==> config.mk <==
export PLATFORM = sky130hd
export DESIGN_NAME = vga_controller
export DESIGN_NICKNAME = d
export VERILOG_FILES = /design/src/rtl/vga_controller.sv
export SDC_FILE = /design/constraint.sdc
export NUM_CORES = 1
export LEC_CHECK = 0
export ABC_AREA = 1
export ABC_CLOCK_PERIOD_IN_PS = 1750
export BUFFER_PORTS_ARGS = -buffer_cell sky130_fd_sc_hd__buf_2
export CAP_MARGIN = 5
export CORE_MARGIN = 5
export CORE_UTILIZATION = 56
export CTS_CLUSTER_DIAMETER = 40
export CTS_CLUSTER_SIZE = 10
export DETAILED_ROUTE_END_ITERATION = 8
export PLACE_DENSITY = 0.91
export SLEW_MARGIN = 15
export SYNTH_ARGS = -nofsm -noshare
export SYNTH_HDL_FRONTEND = slang
export SYNTH_SLANG_ARGS = --single-unit
==> constraint.sdc <==
create_clock -name VGA_CLOCK -period 1.75 [get_ports VGA_CLOCK]
set_input_delay 0.4375 -clock VGA_CLOCK [delete_from_list [all_inputs] [get_ports VGA_CLOCK]]
set_output_delay 0.4375 -clock VGA_CLOCK [all_outputs]
set_load 0.02 [all_outputs]
==> src/rtl/vga_controller.sv <==
// VGA timing generator: free-running H/V counters, sync/visible decode, a
// PIXEL_LATENCY-deep alignment line and a registered colour/sync output stage.
module vga_controller #(
    parameter int H_VISIBLE     = 800,
    parameter int H_FRONT       = 40,
    parameter int H_SYNC        = 128,
    parameter int H_BACK        = 88,
    parameter int V_VISIBLE     = 600,
    parameter int V_FRONT       = 1,
    parameter int V_SYNC        = 4,
    parameter int V_BACK        = 23,
    parameter int SYNC_POS      = 1,
    parameter int PIXEL_LATENCY = 1
) (
    input  logic        VGA_CLOCK,
    input  logic        RESET,
    input  logic [2:0]  PIXEL,
    output logic [10:0] PIXEL_H,
    output logic [10:0] PIXEL_V,
    output logic        VGA_R,
    output logic        VGA_G,
    output logic        VGA_B,
    output logic        VGA_HS,
    output logic        VGA_VS,
    output logic        FRAME_START,
    output logic        VISIBLE
);

    localparam logic [10:0] H_LAST   = 11'(H_VISIBLE + H_FRONT + H_SYNC + H_BACK - 1);
    localparam logic [10:0] V_LAST   = 11'(V_VISIBLE + V_FRONT + V_SYNC + V_BACK - 1);
    localparam logic [10:0] H_VIS    = 11'(H_VISIBLE);
    localparam logic [10:0] V_VIS    = 11'(V_VISIBLE);
    localparam logic [10:0] HS_FIRST = 11'(H_VISIBLE + H_FRONT);
    localparam logic [10:0] HS_LAST  = 11'(H_VISIBLE + H_FRONT + H_SYNC - 1);
    localparam logic [10:0] VS_FIRST = 11'(V_VISIBLE + V_FRONT);
    localparam logic [10:0] VS_LAST  = 11'(V_VISIBLE + V_FRONT + V_SYNC - 1);
    localparam logic        SYNC_INV = (SYNC_POS == 0) ? 1'b1 : 1'b0;

    logic        run_q, run_d;
    logic [10:0] h_q, h_d;
    logic [10:0] v_q, v_d;
    logic        raw_hs, raw_vs, raw_vis;
    logic [2:0]  dly_in;
    logic [2:0]  dly_tap;
    logic [2:0]  rgb_q, rgb_d;
    logic        hs_q, hs_d;
    logic        vs_q, vs_d;

    // run_q holds (0,0) for one full clock after reset release so that the
    // first FRAME_START pulse is a whole clock wide.
    always_comb begin
        run_d = 1'b1;
        h_d   = h_q;
        v_d   = v_q;
        if (run_q) begin
            if (h_q == H_LAST) begin
                h_d = 11'd0;
                v_d = (v_q == V_LAST) ? 11'd0 : v_q + 11'd1;
            end else begin
                h_d = h_q + 11'd1;
            end
        end
    end

    always_ff @(posedge VGA_CLOCK or posedge RESET) begin
        if (RESET) begin
            run_q <= 1'b0;
            h_q   <= 11'd0;
            v_q   <= 11'd0;
        end else begin
            run_q <= run_d;
            h_q   <= h_d;
            v_q   <= v_d;
        end
    end

    always_comb begin
        raw_hs  = (h_q >= HS_FIRST) && (h_q <= HS_LAST);
        raw_vs  = (v_q >= VS_FIRST) && (v_q <= VS_LAST);
        raw_vis = (h_q < H_VIS) && (v_q < V_VIS);
        // The post-reset hold clock is not a real pixel; feed the line blank.
        dly_in  = run_q ? {raw_vis, raw_vs, raw_hs} : 3'b000;
    end

    // Delay line element layout: {visible, vsync, hsync}, all active-high.
    generate
        if (PIXEL_LATENCY == 0) begin : g_no_delay
            assign dly_tap = dly_in;
        end else begin : g_delay
            logic [2:0] dly_q [PIXEL_LATENCY];
            logic [2:0] dly_d [PIXEL_LATENCY];

            always_comb begin
                dly_d[0] = dly_in;
                for (int i = 1; i < PIXEL_LATENCY; i++) begin
                    dly_d[i] = dly_q[i-1];
                end
            end

            always_ff @(posedge VGA_CLOCK or posedge RESET) begin
                if (RESET) begin
                    for (int i = 0; i < PIXEL_LATENCY; i++) begin
                        dly_q[i] <= 3'b000;
                    end
                end else begin
                    dly_q <= dly_d;
                end
            end

            assign dly_tap = dly_q[PIXEL_LATENCY-1];
        end
    endgenerate

    always_comb begin
        rgb_d = PIXEL & {3{dly_tap[2]}};
        vs_d  = dly_tap[1] ^ SYNC_INV;
        hs_d  = dly_tap[0] ^ SYNC_INV;
    end

    always_ff @(posedge VGA_CLOCK or posedge RESET) begin
        if (RESET) begin
            rgb_q <= 3'b000;
            hs_q  <= SYNC_INV;
            vs_q  <= SYNC_INV;
        end else begin
            rgb_q <= rgb_d;
            hs_q  <= hs_d;
            vs_q  <= vs_d;
        end
    end

    assign PIXEL_H     = h_q;
    assign PIXEL_V     = v_q;
    assign VISIBLE     = (h_q < H_VIS) && (v_q < V_VIS);
    assign FRAME_START = run_q && (h_q == 11'd0) && (v_q == 11'd0);
    assign VGA_R       = rgb_q[2];
    assign VGA_G       = rgb_q[1];
    assign VGA_B       = rgb_q[0];
    assign VGA_HS      = hs_q;
    assign VGA_VS      = vs_q;

endmodule

==> results.sh <==
export IMPL_status="complete, but fails checks"
export IMPL_violations="setup timing"
export IMPL_cts_root_buf="clkbuf_4"
export IMPL_num_rows=21
export IMPL_setup_violations=2
export IMPL_cp_top_family="simple AND/OR/NAND/NOR gates"
export IMPL_worstPathMaxFanout=4
export IMPL_final_common_cell="nand2_1"
export IMPL_finalPower_uw=1960
export IMPL_ioPinCount=34
export IMPL_cts_buffer_depth=2
export IMPL_fmax_mhz=486
export IMPL_grt_first_pass_wirelength_microns=8740
export IMPL_ir_worst_vdd_mv=0.753
export IMPL_cp_end_kind="primary output"
export IMPL_drc=0
export IMPL_finalMaxSlewViolations=0
export IMPL_multi_input_area_sq_um=1060
export IMPL_slowest_delay_ps=440
export IMPL_gr_usage_met1_pct=28.9
export IMPL_ctsHoldBuffers=0
export IMPL_critical_path_slowest_cell="dfrtp_1"
export IMPL_drtIter0Drc=215
export IMPL_start_util_pct=58.6
export IMPL_vias=1993
export IMPL_hold_class="in -> async"
export IMPL_syn_avg_cell_area_sq_um=7.69
export IMPL_clk_pin_slew_ps=110
export IMPL_path_buf_inv=2
export IMPL_cp_required_ps=1310
export IMPL_fp_coreArea_sq_um=3360
export IMPL_synth_nets=266
export IMPL_layout_drive_gt1_share_pct=40.1
export IMPL_pwr_density_cell_nw_per_um2=772
export IMPL_place_area_sq_um=2290
export IMPL_final_cell_mix="nand2_1, buf_4, buf_2"
export IMPL_antennaDiodeCount=0
export IMPL_die_area_sq_um=4800
export IMPL_syn_instance_count=256
export IMPL_crit_type="reg -> out"
export IMPL_cp_cell_sequence="inv_2, nand2_4, nor3_4, nand3_1, nor2_2, buf_6"
export IMPL_dp_hpwl_microns=3450
export IMPL_synth_distinct_cells=36
export IMPL_grtUsageMet3_pct=3.91
export IMPL_synth_area_sq_um=1970
export IMPL_pre_cts_ws_ps=85.9
export IMPL_grt_ovfl_total=0
export IMPL_num_fill_cells=251
export IMPL_h_tree_depth=2
export IMPL_nets=333
export IMPL_place_inst=348
export IMPL_clock_sinks=31
export IMPL_grtUsageMet2_pct=36.5
export IMPL_cts_tree="built"
export IMPL_setup_ws_ps=-307
export IMPL_rsz0062_at_grt="true"
export IMPL_antenna_found_initial=0
export IMPL_io_buffers=33
export IMPL_yosysWarnings=0
export IMPL_busiest_layer="met2"
export IMPL_synth_top_area_share_pct=39.4
export IMPL_fin_crit_sh_pct=118
export IMPL_insertion_delay_ps=350
export IMPL_seqCellArea_sq_um=778
export IMPL_power_leakage_uw=0.00142
export IMPL_yosys_top_cells_area="dfrtp_1, nand2_1, inv_1"
export IMPL_crit_arrival_ps=1620
export IMPL_period_needed_ps=2060
export IMPL_wl_per_cell_microns=14.6
export IMPL_grt_max_degree=32
export IMPL_fin_cells=370
export IMPL_die_x_microns=69.3
export IMPL_routed_wirelength_microns=5400
export IMPL_synth_area_leader_cell="dfrtp_1"
export IMPL_hold_violations=0
export IMPL_finalHoldWorstSlack_ps=150
export IMPL_post_drt_via_cell_ratio=5.39
export IMPL_global_route_usage_total_pct=22.6
export IMPL_start_kind="register"
export IMPL_firstDrtPassIters=4
export IMPL_ant_nets=0
export IMPL_syn2layout_area_growth_pct=29.0
export IMPL_cts_inserted_buffers=5
export IMPL_routabilityCongestion=0.914
export IMPL_finalInstanceArea_sq_um=2540
export IMPL_seq_area_frac_synth_pct=39.4
export IMPL_ys_seq_elements=31
export IMPL_fin_skew_ps=13.9
export IMPL_drv_cap=0
export IMPL_die_y_microns=69.3
export IMPL_grt_pass1_vias=1879
[worst reg2reg max path, delay by kind of cell, from the launching register on]
family | cells | cell delay [ps]
and+or+nand+nor | 4 | 480
DFF | 1 | 390
buffers and inverters | 2 | 340
adders and majority gates | 1 | 220
AOI/OAI and AO/OA | 1 | 50
[per-stage QoR]
stage	TNS [ps]	util, %
2_1_floorplan	0	-
3_3_place_gp	0	68.2
3_5_place_dp	0	68.2
4_1_cts	-422	73.5
5_1_grt	-687	75.5
6_report	-560	75.5
[flip-flops by register name (all words and copies together), names as in the netlist]
signal and cells:
PIXEL_V 11, rgb_q 3, PIXEL_H 11, VGA_VS 1, run_q 1, VGA_HS 1
dly_tap 3
[report_power, final]
group / leakage [uW] / total, uW / switching, uW / internal (uW)
Combinational: 0.000972 / 689 / 444 / 245
Sequential: 0.000413 / 858 / 78.0 / 780
Clock: 0.0000347 / 413 / 264 / 149
Total: 0.00142 / 1960 / 786 / 1170
[what timing repair did]
item,CTS,global route
pin swaps,4,6
gates resized for setup,15,13
buffers inserted,9,5
endpoints found under the setup margin,2,2
[routing by layer]
layer,part of all wire (%),up-vias,routed length (microns)
li1,-,943,-
met1,40,938,2150
met2,50,91,2720
met3,6.7,21,361
met4,3.1,0,170
met5,0,-,0
[worst paths after layout]
| kind | startpoint | endpoint | slack [ps] | depth (start not counted) |
|---|---|---|---|---|
| worst max-delay path | PIXEL_V[7]$_DFFE_PP0P_ | FRAME_START | -310 | 6 |
| worst min-delay path | RESET | VGA_VS$_DFF_PP0_ | 150 | 3 |
| worst max register to register | PIXEL_H[0]$_DFFE_PP0P_ | PIXEL_V[4]$_DFFE_PP0P_ | 150 | 8 |
| worst min register to register | dly_tap[1]$_DFF_PP0_ | VGA_VS$_DFF_PP0_ | 350 | 0 |
| max in group asynchronous | RESET | PIXEL_H[5]$_DFFE_PP0P_ | 1290 | 3 |
| min in group VGA_CLOCK | PIXEL[1] | rgb_q[1]$_DFF_PP0_ | 280 | 3 |
[cell families after synthesis]
family | share of synthesized area (%)
XOR/XNOR | 2.67
other | 0.190
AND/OR/NAND/NOR | 37.5
buffers and inverters | 10.6
adder cells (fa/ha/maj) | 3.18
flip-flops | 39.4
AO/OA/AOI/OAI | 6.48
[cell usage after synthesis (all sizes together)]
| cell type | n |
|---|---|
| clkinv | 1 |
| nand3 | 27 |
| xor2 | 5 |
| nor2 | 28 |
| ha | 5 |
| a21oi | 3 |
| xnor2 | 1 |
| and2 | 1 |
| or2 | 1 |
| a31oi | 1 |
| nor4 | 2 |
| o31ai | 1 |
| o21ai | 13 |
| conb | 1 |
| dfrtp | 31 |
| nand3b | 2 |
| buf | 8 |
| inv | 38 |
| nor3 | 11 |
| nand2 | 69 |
| nand4 | 7 |
[cell type report]
cell class	instances	area share, %
Clock buffer	5	1.48
Timing Repair Buffer	68	17.3
Multi-Input combinational cell	178	41.7
Clock inverter	3	0.591
Tap cell	46	2.27
Sequential cell	31	30.6
Inverter	39	5.96
No activity file was read; power rests on OpenSTA's default activity.
